==> src/rtl/int_add.sv <==
`default_nettype none
// ============================================================================
// Module   : int_add
// Purpose  : Packed-SIMD integer adder, 4x32-bit with status flags, or
//            32x (4-bit + 8-bit) across two destination registers.
//            Optional macro INTADD_ST_FLAGS_EN enables 32-bit status flags.
// Revision : 1.0 - initial release
// ============================================================================
module int_add (
    input  logic         clk,
    input  logic         rst,
    input  logic [127:0] src_reg0,
    input  logic [127:0] src_reg1,
    input  logic [127:0] src_reg2,
    input  logic [1:0]   precision_s0,
    input  logic [1:0]   precision_s1,
    input  logic [1:0]   precision_s2,
    input  logic         sign_s0,
    input  logic         sign_s1,
    input  logic         sign_s2,
    input  logic         inst_valid,
    output logic [127:0] dst_reg0,
    output logic [127:0] dst_reg1,
    output logic [127:0] st
);

    localparam logic [1:0] PREC_32  = 2'b11;
    localparam logic [1:0] PREC_4_8 = 2'b00;

    logic [127:0] sum32;
    logic [127:0] flags32;
    logic [127:0] sum8_lo;
    logic [127:0] sum8_hi;

    // Mode is decoded from precision_s0 only; an 8-bit byte's extension to
    // 8 bits is itself, so sign_s2 has no effect on a mod-256 result.
    logic unused_inputs;
    assign unused_inputs = ^{precision_s1, precision_s2, sign_s2};

    for (genvar i = 0; i < 4; i++) begin : g_lane
        logic [33:0] a_ext;
        logic [33:0] b_ext;
        logic [33:0] e;

        assign a_ext = {{2{sign_s0 & src_reg0[32*i+31]}}, src_reg0[32*i +: 32]};
        assign b_ext = {{2{sign_s1 & src_reg1[32*i+31]}}, src_reg1[32*i +: 32]};
        assign e     = a_ext + b_ext;
        assign sum32[32*i +: 32] = e[31:0];

`ifdef INTADD_ST_FLAGS_EN
        logic ovf;
        // Signed range holds when the top three bits agree; unsigned when
        // nothing spilled above bit 31.
        assign ovf = (sign_s0 | sign_s1) ? ~((e[33] == e[32]) && (e[32] == e[31]))
                                         : (e[33] | e[32]);
        assign flags32[32*i +: 32] = {29'd0, e[33], ~|e[31:0], ovf};
`else
        logic lane_unused;
        assign lane_unused = ^e[33:32];
        assign flags32[32*i +: 32] = 32'd0;
`endif
    end

    for (genvar i = 0; i < 16; i++) begin : g_byte
        logic [3:0] nib_lo;
        logic [3:0] nib_hi;

        assign nib_lo = src_reg0[4*i +: 4];
        assign nib_hi = src_reg0[4*(i+16) +: 4];
        assign sum8_lo[8*i +: 8] = {{4{sign_s0 & nib_lo[3]}}, nib_lo} + src_reg1[8*i +: 8];
        assign sum8_hi[8*i +: 8] = {{4{sign_s0 & nib_hi[3]}}, nib_hi} + src_reg2[8*i +: 8];
    end

    always_ff @(posedge clk) begin
        if (rst) begin
            dst_reg0 <= '0;
            dst_reg1 <= '0;
            st       <= '0;
        end else if (inst_valid) begin
            case (precision_s0)
                PREC_32: begin
                    dst_reg0 <= sum32;
                    dst_reg1 <= '0;
                    st       <= flags32;
                end
                PREC_4_8: begin
                    dst_reg0 <= sum8_lo;
                    dst_reg1 <= sum8_hi;
                    st       <= '0;
                end
                default: begin
                    dst_reg0 <= '0;
                    dst_reg1 <= '0;
                    st       <= '0;
                end
            endcase
        end
    end

endmodule
`default_nettype wire

==> config.mk <==
export PLATFORM = sky130hd
export DESIGN_NAME = int_add
export DESIGN_NICKNAME = d
export VERILOG_FILES = /design/src/rtl/int_add.sv
export SDC_FILE = /design/constraint.sdc
export NUM_CORES = 1
export LEC_CHECK = 0
export CAP_MARGIN = 5
export CORE_AREA = 4 4 305 307
export CTS_CLUSTER_DIAMETER = 50
export DETAILED_ROUTE_END_ITERATION = 8
export DIE_AREA = 0 0 309 311
export PLACE_DENSITY_LB_ADDON = 0.25
export SETUP_SLACK_MARGIN = 0.3
export SLEW_MARGIN = 20
export SYNTH_ARGS = -nofsm -noshare
export SYNTH_HDL_FRONTEND = slang
export SYNTH_SLANG_ARGS = --single-unit
==> constraint.sdc <==
create_clock -name clk -period 3.7 [get_ports clk]
set_input_delay 0.37 -clock clk [delete_from_list [all_inputs] [get_ports clk]]
set_output_delay 0.37 -clock clk [all_outputs]
set_load 0.05 [all_outputs]
# ---- Word-level counts from Yosys, hierarchy flattened
# Cells that the tools add are included.
# Widths: inputs -> output; s select.
dict set report classes {
  n_addsub 36
  eq_ne 1
  muxes 2
  n_bitwise 32
  n_reduce_logical 1
}
# cell n
set ops {}
lappend ops {{$add 8x8->8} 32}
lappend ops {{$pmux 128 s2} 1}
lappend ops {{$add 32x32->32} 4}
lappend ops {{$mux 128} 1}
lappend ops {{$and 1x1->1} 32}
lappend ops {{$eq 2x2->1 const B} 1}
lappend ops {{$logic_not 2->1} 1}
dict set report totals {
  ff_bits 256
  input_bits 396
  output_inout_bits 384
}

# ---- Logic depth before layout (Yosys ltp)
dict set report logic_depth {
  word_depth 3
  mapped_depth 13
  depth_no_buf 13
}

# ---- Least setup slack after synthesis
# No wires, ideal clock.
dict set report synth_path {
  path_kind {input to register}
  start {input src_reg0[64]}
  end {register dst_reg0[94]}
  t_arrival_ns 2.764
  slack_ns 0.802
  cell_stages 13
  n_path_buf 0
  cell_sequence {ha_1 > inv_1 > fa_1 > nor2b_1 > o31ai_1 > a21oi_1 > a31oi_1 > a211oi_1 > a31oi_1 > o21ai_0 > a311oi_1 > xor2_1 > o22ai_1}
}
dict set report synth_via {
  elab_chain_len 2
}
# element line
set synth_lines {}
lappend synth_lines {{start, declared} 12} ;# input logic [127:0] src_reg0,
lappend synth_lines {{$add 32x32->32} 47} ;# assign e = a_ext + b_ext;
lappend synth_lines {{$pmux 128 s2} 80} ;# case (precision_s0)
lappend synth_lines {{end signal, assigned} 82} ;# dst_reg0 <= sum32;
lappend synth_lines {{end signal, assigned} 87} ;# dst_reg0 <= sum8_lo;
lappend synth_lines {{end, declared} 22} ;# output logic [127:0] dst_reg0,
# No other way between the ends.
# A chain may end at the register's enable or synchronous reset.

# ---- Final worst setup path
dict set report layout_path {
  start {input src_reg0[96]}
  end {register dst_reg0[122]}
}
# The elaborated chain is that of the path after synthesis.

==> impl_metrics.tcl <==
set metrics [dict create \
    outcome "finished, final reports clean" \
    path_max_fanout 3 \
    rr_startpoint "dst_reg0[28]" \
    grt_overflow 0 \
    fillers 9278 \
    cp.required_ps 4220 \
    drt-total-wl_mm 107 \
    p_total_uw 13300 \
    grt_pass1_wl_mm 156 \
    clock_latency_ps 620 \
    syn2layout_area_growth_pct 44.0 \
    postCtsSetupBuffers 0 \
    rsz0062_at_grt "no" \
    fin_util 0.382 \
    synth_top_area_frac 0.215 \
    tns_ps 0 \
    grt_pass1_vias 23800 \
    final_cells 4820 \
    synth_common_cells "ha_1, dfxtp_1, a21oi_1, a21o_1, nor2_1" \
    die_x_um 309 \
    fin_crit_ps 3160 \
    cts_root_buffer "clkbuf_16" \
    synthTopCellsByArea "dfxtp_1, ha_1, xnor2_1" \
    start_util 0.265 \
    num_vias 23600 \
    crit_start "src_reg0[96]" \
    cts_max_path_buffers 3 \
    slew_headroom 0.362 \
    drcViolationCount 0 \
    vias_per_cell 4.89 \
    yosysTopAreaCell "dfxtp_1" \
    power_density_nw_per_um2 387 \
    synth_edf_count 0 \
    synthFlopType "dfxtp_1" \
    cts_tree "done" \
    drtIter0Drc 1480 \
    slew_violations 0 \
    crit_arrival_ps 3680 \
    yosysMostFrequentCell "ha_1" \
    drv_cap 0 \
    ys_async_sr_fraction 0 \
    p_leak_uw 0.0150 \
    fmax_mhz 316 \
    antenna_left 0 \
    reg2reg_slack_ps 2730 \
    drive_above_1_share 0.0812 \
    wl_per_cell_um 22.2 \
    hold_viol 0 \
    numClockSinks 256 \
    ioPinCount 780 \
    synth_cell_types 72 \
    ys_seq_elements 256 \
    first_pass_iters 7 \
    dp_cells 4696 \
    dieHeight_um 311 \
    worstRegToRegCells 3 \
    yosys_warnings 0 \
    regToRegEndpoint "dst_reg0[28]" \
    syn_inst 2829 \
    cts_hold_buf 0 \
    antenna_found_initial 22 \
    ir_drop_uv 320 \
    nets 4360 \
    cts_buffers 61 \
    grt_max_degree 64 \
    place.port_buffers 645 \
    place_congestion 0.884 \
    setup-violations-final 0 \
    gr-usage-all-layers 0.214 \
    clk_pin_slew_ps 60 \
    worst_pin_slew_ps 955 \
    syn_avg_cell_area_um2 8.44 \
    start_kind "input port" \
    fin_crit_sh 0.854 \
    coreArea_um2 90000 \
    skew_ps 0 \
    hold_class "input port to flop" \
    critPathKind "input port to flop" \
    post-dp-hpwl_mm 84.5 \
    endpoint_kind "flop" \
    ctsHtreeMaxLevel 2 \
    fp.dieArea_um2 96100 \
    row_count 110 \
    syn_area_um2 23900 \
    endpoint "dst_reg0[122]" \
    yosysSeqAreaShare 0.215 \
]
==> metal layers <==
| metal | track usage | vias up | part of all wire | wire length, µm |
|---|---|---|---|---|
| met5 | 0 | - | 0.0012 | 125 |
| met2 | 0.363 | 674 | 0.47 | 50100 |
| met1 | 0.272 | 11100 | 0.44 | 47000 |
| met4 | 0.0434 | 18 | 0.017 | 1830 |
| li1 | - | 11700 | - | - |
| met3 | 0.0603 | 125 | 0.074 | 7900 |
==> critical path, cell delays in order <==
cell and delay [ps]:
clkdlybuf4s50_1 460, ha_1 230, inv_1 60, fa_1 200, nor2b_1 60, o31a_1 270
o31ai_1 490, a21oi_2 150, a211oi_1 300, buf_4 160, o21ai_0 130, a21oi_1 330
buf_4 180, nor4b_1 40, a21oi_1 140, a31oi_1 90
==> flip-flops by register name, indices dropped and copies added (netlist names) <==
register  flops
dst_reg1    128
dst_reg0    128
==> through the flow <==
stage / setup slack (ps) / hold WS [ps] / cell area, µm²
finish: 540 / 81.9 / 34400
floorplan: 802 / 619 / 24300
global route: 339 / 68.3 / 34300
detailed placement: -135 / 441 / 32200
CTS: 549 / 23.6 / 34300
global placement: -130 / 432 / 32200
==> kinds of logic after synthesis <==
kind of cell	share of synthesized area
AOI/OAI and AO/OA	0.284
and+or+nand+nor	0.101
adders and majority gates	0.211
xor gates and xnor gates	0.119
buffers and inverters	0.0688
DFF	0.215
muxes	0.00168
other	0.000157
==> final cells by class <==
cell class / count / area (µm²) / share of cell area
Sequential cell: 256 / 5120 / 0.149
Clock inverter: 40 / 504 / 0.0147
Clock buffer: 73 / 1640 / 0.0478
Tap cell: 1176 / 1470 / 0.0428
Multi-Input combinational cell: 2392 / 17700 / 0.514
Antenna cell: 11 / 27.5 / 0.000801
Timing Repair Buffer: 802 / 7670 / 0.223
Inverter: 70 / 270 / 0.00787
==> report_power, final <==
| group | switching, µW | leakage, µW | internal [µW] |
|---|---|---|---|
| combinational | 2660 | 0.0119 | 1930 |
| clock | 1980 | 0.00103 | 3800 |
| sequential | 66.7 | 0.00208 | 2880 |
==> placed cells by master, fill, tap and decap left out, types with 23 or more instances in the layout <==
cell	synthesis	layout
fa_1	35	35
conb_1	1	128
and2_1	38	38
o21bai_1	47	47
xor2_1	124	124
a21o_1	215	215
nor2_1	203	198
xnor2_1	199	199
nand2_1	145	142
o22ai_1	27	27
nand3_1	39	39
a31oi_1	23	23
clkbuf_16	0	63
a21oi_1	235	233
o21ai_0	154	153
a22oi_1	186	186
inv_1	69	67
clkdlybuf4s50_1	0	642
buf_4	129	155
dfxtp_1	256	256
ha_1	346	344
==> repair_timing <==
action                                  4_1_cts  5_1_grt
hold endpoints to repair                      0        0
endpoints found under the setup margin        0        3
gates resized for setup                       0        3
==> how the worst min path moves through the flow <==
stage | depth (start not counted) | endpoint | start | slack, ps
after global routing | 2 | dst_reg0[5] | rst | 70
after CTS | 2 | dst_reg0[33] | rst | 20
after detailed placement | 2 | dst_reg1[7] | dst_reg1[7] | 440
final | 2 | dst_reg0[33] | rst | 80
after global placement | 2 | dst_reg0[73] | dst_reg0[73] | 430
after floorplan | 3 | dst_reg0[0] | src_reg1[0] | 620
(Power assumes the default switching activity.)
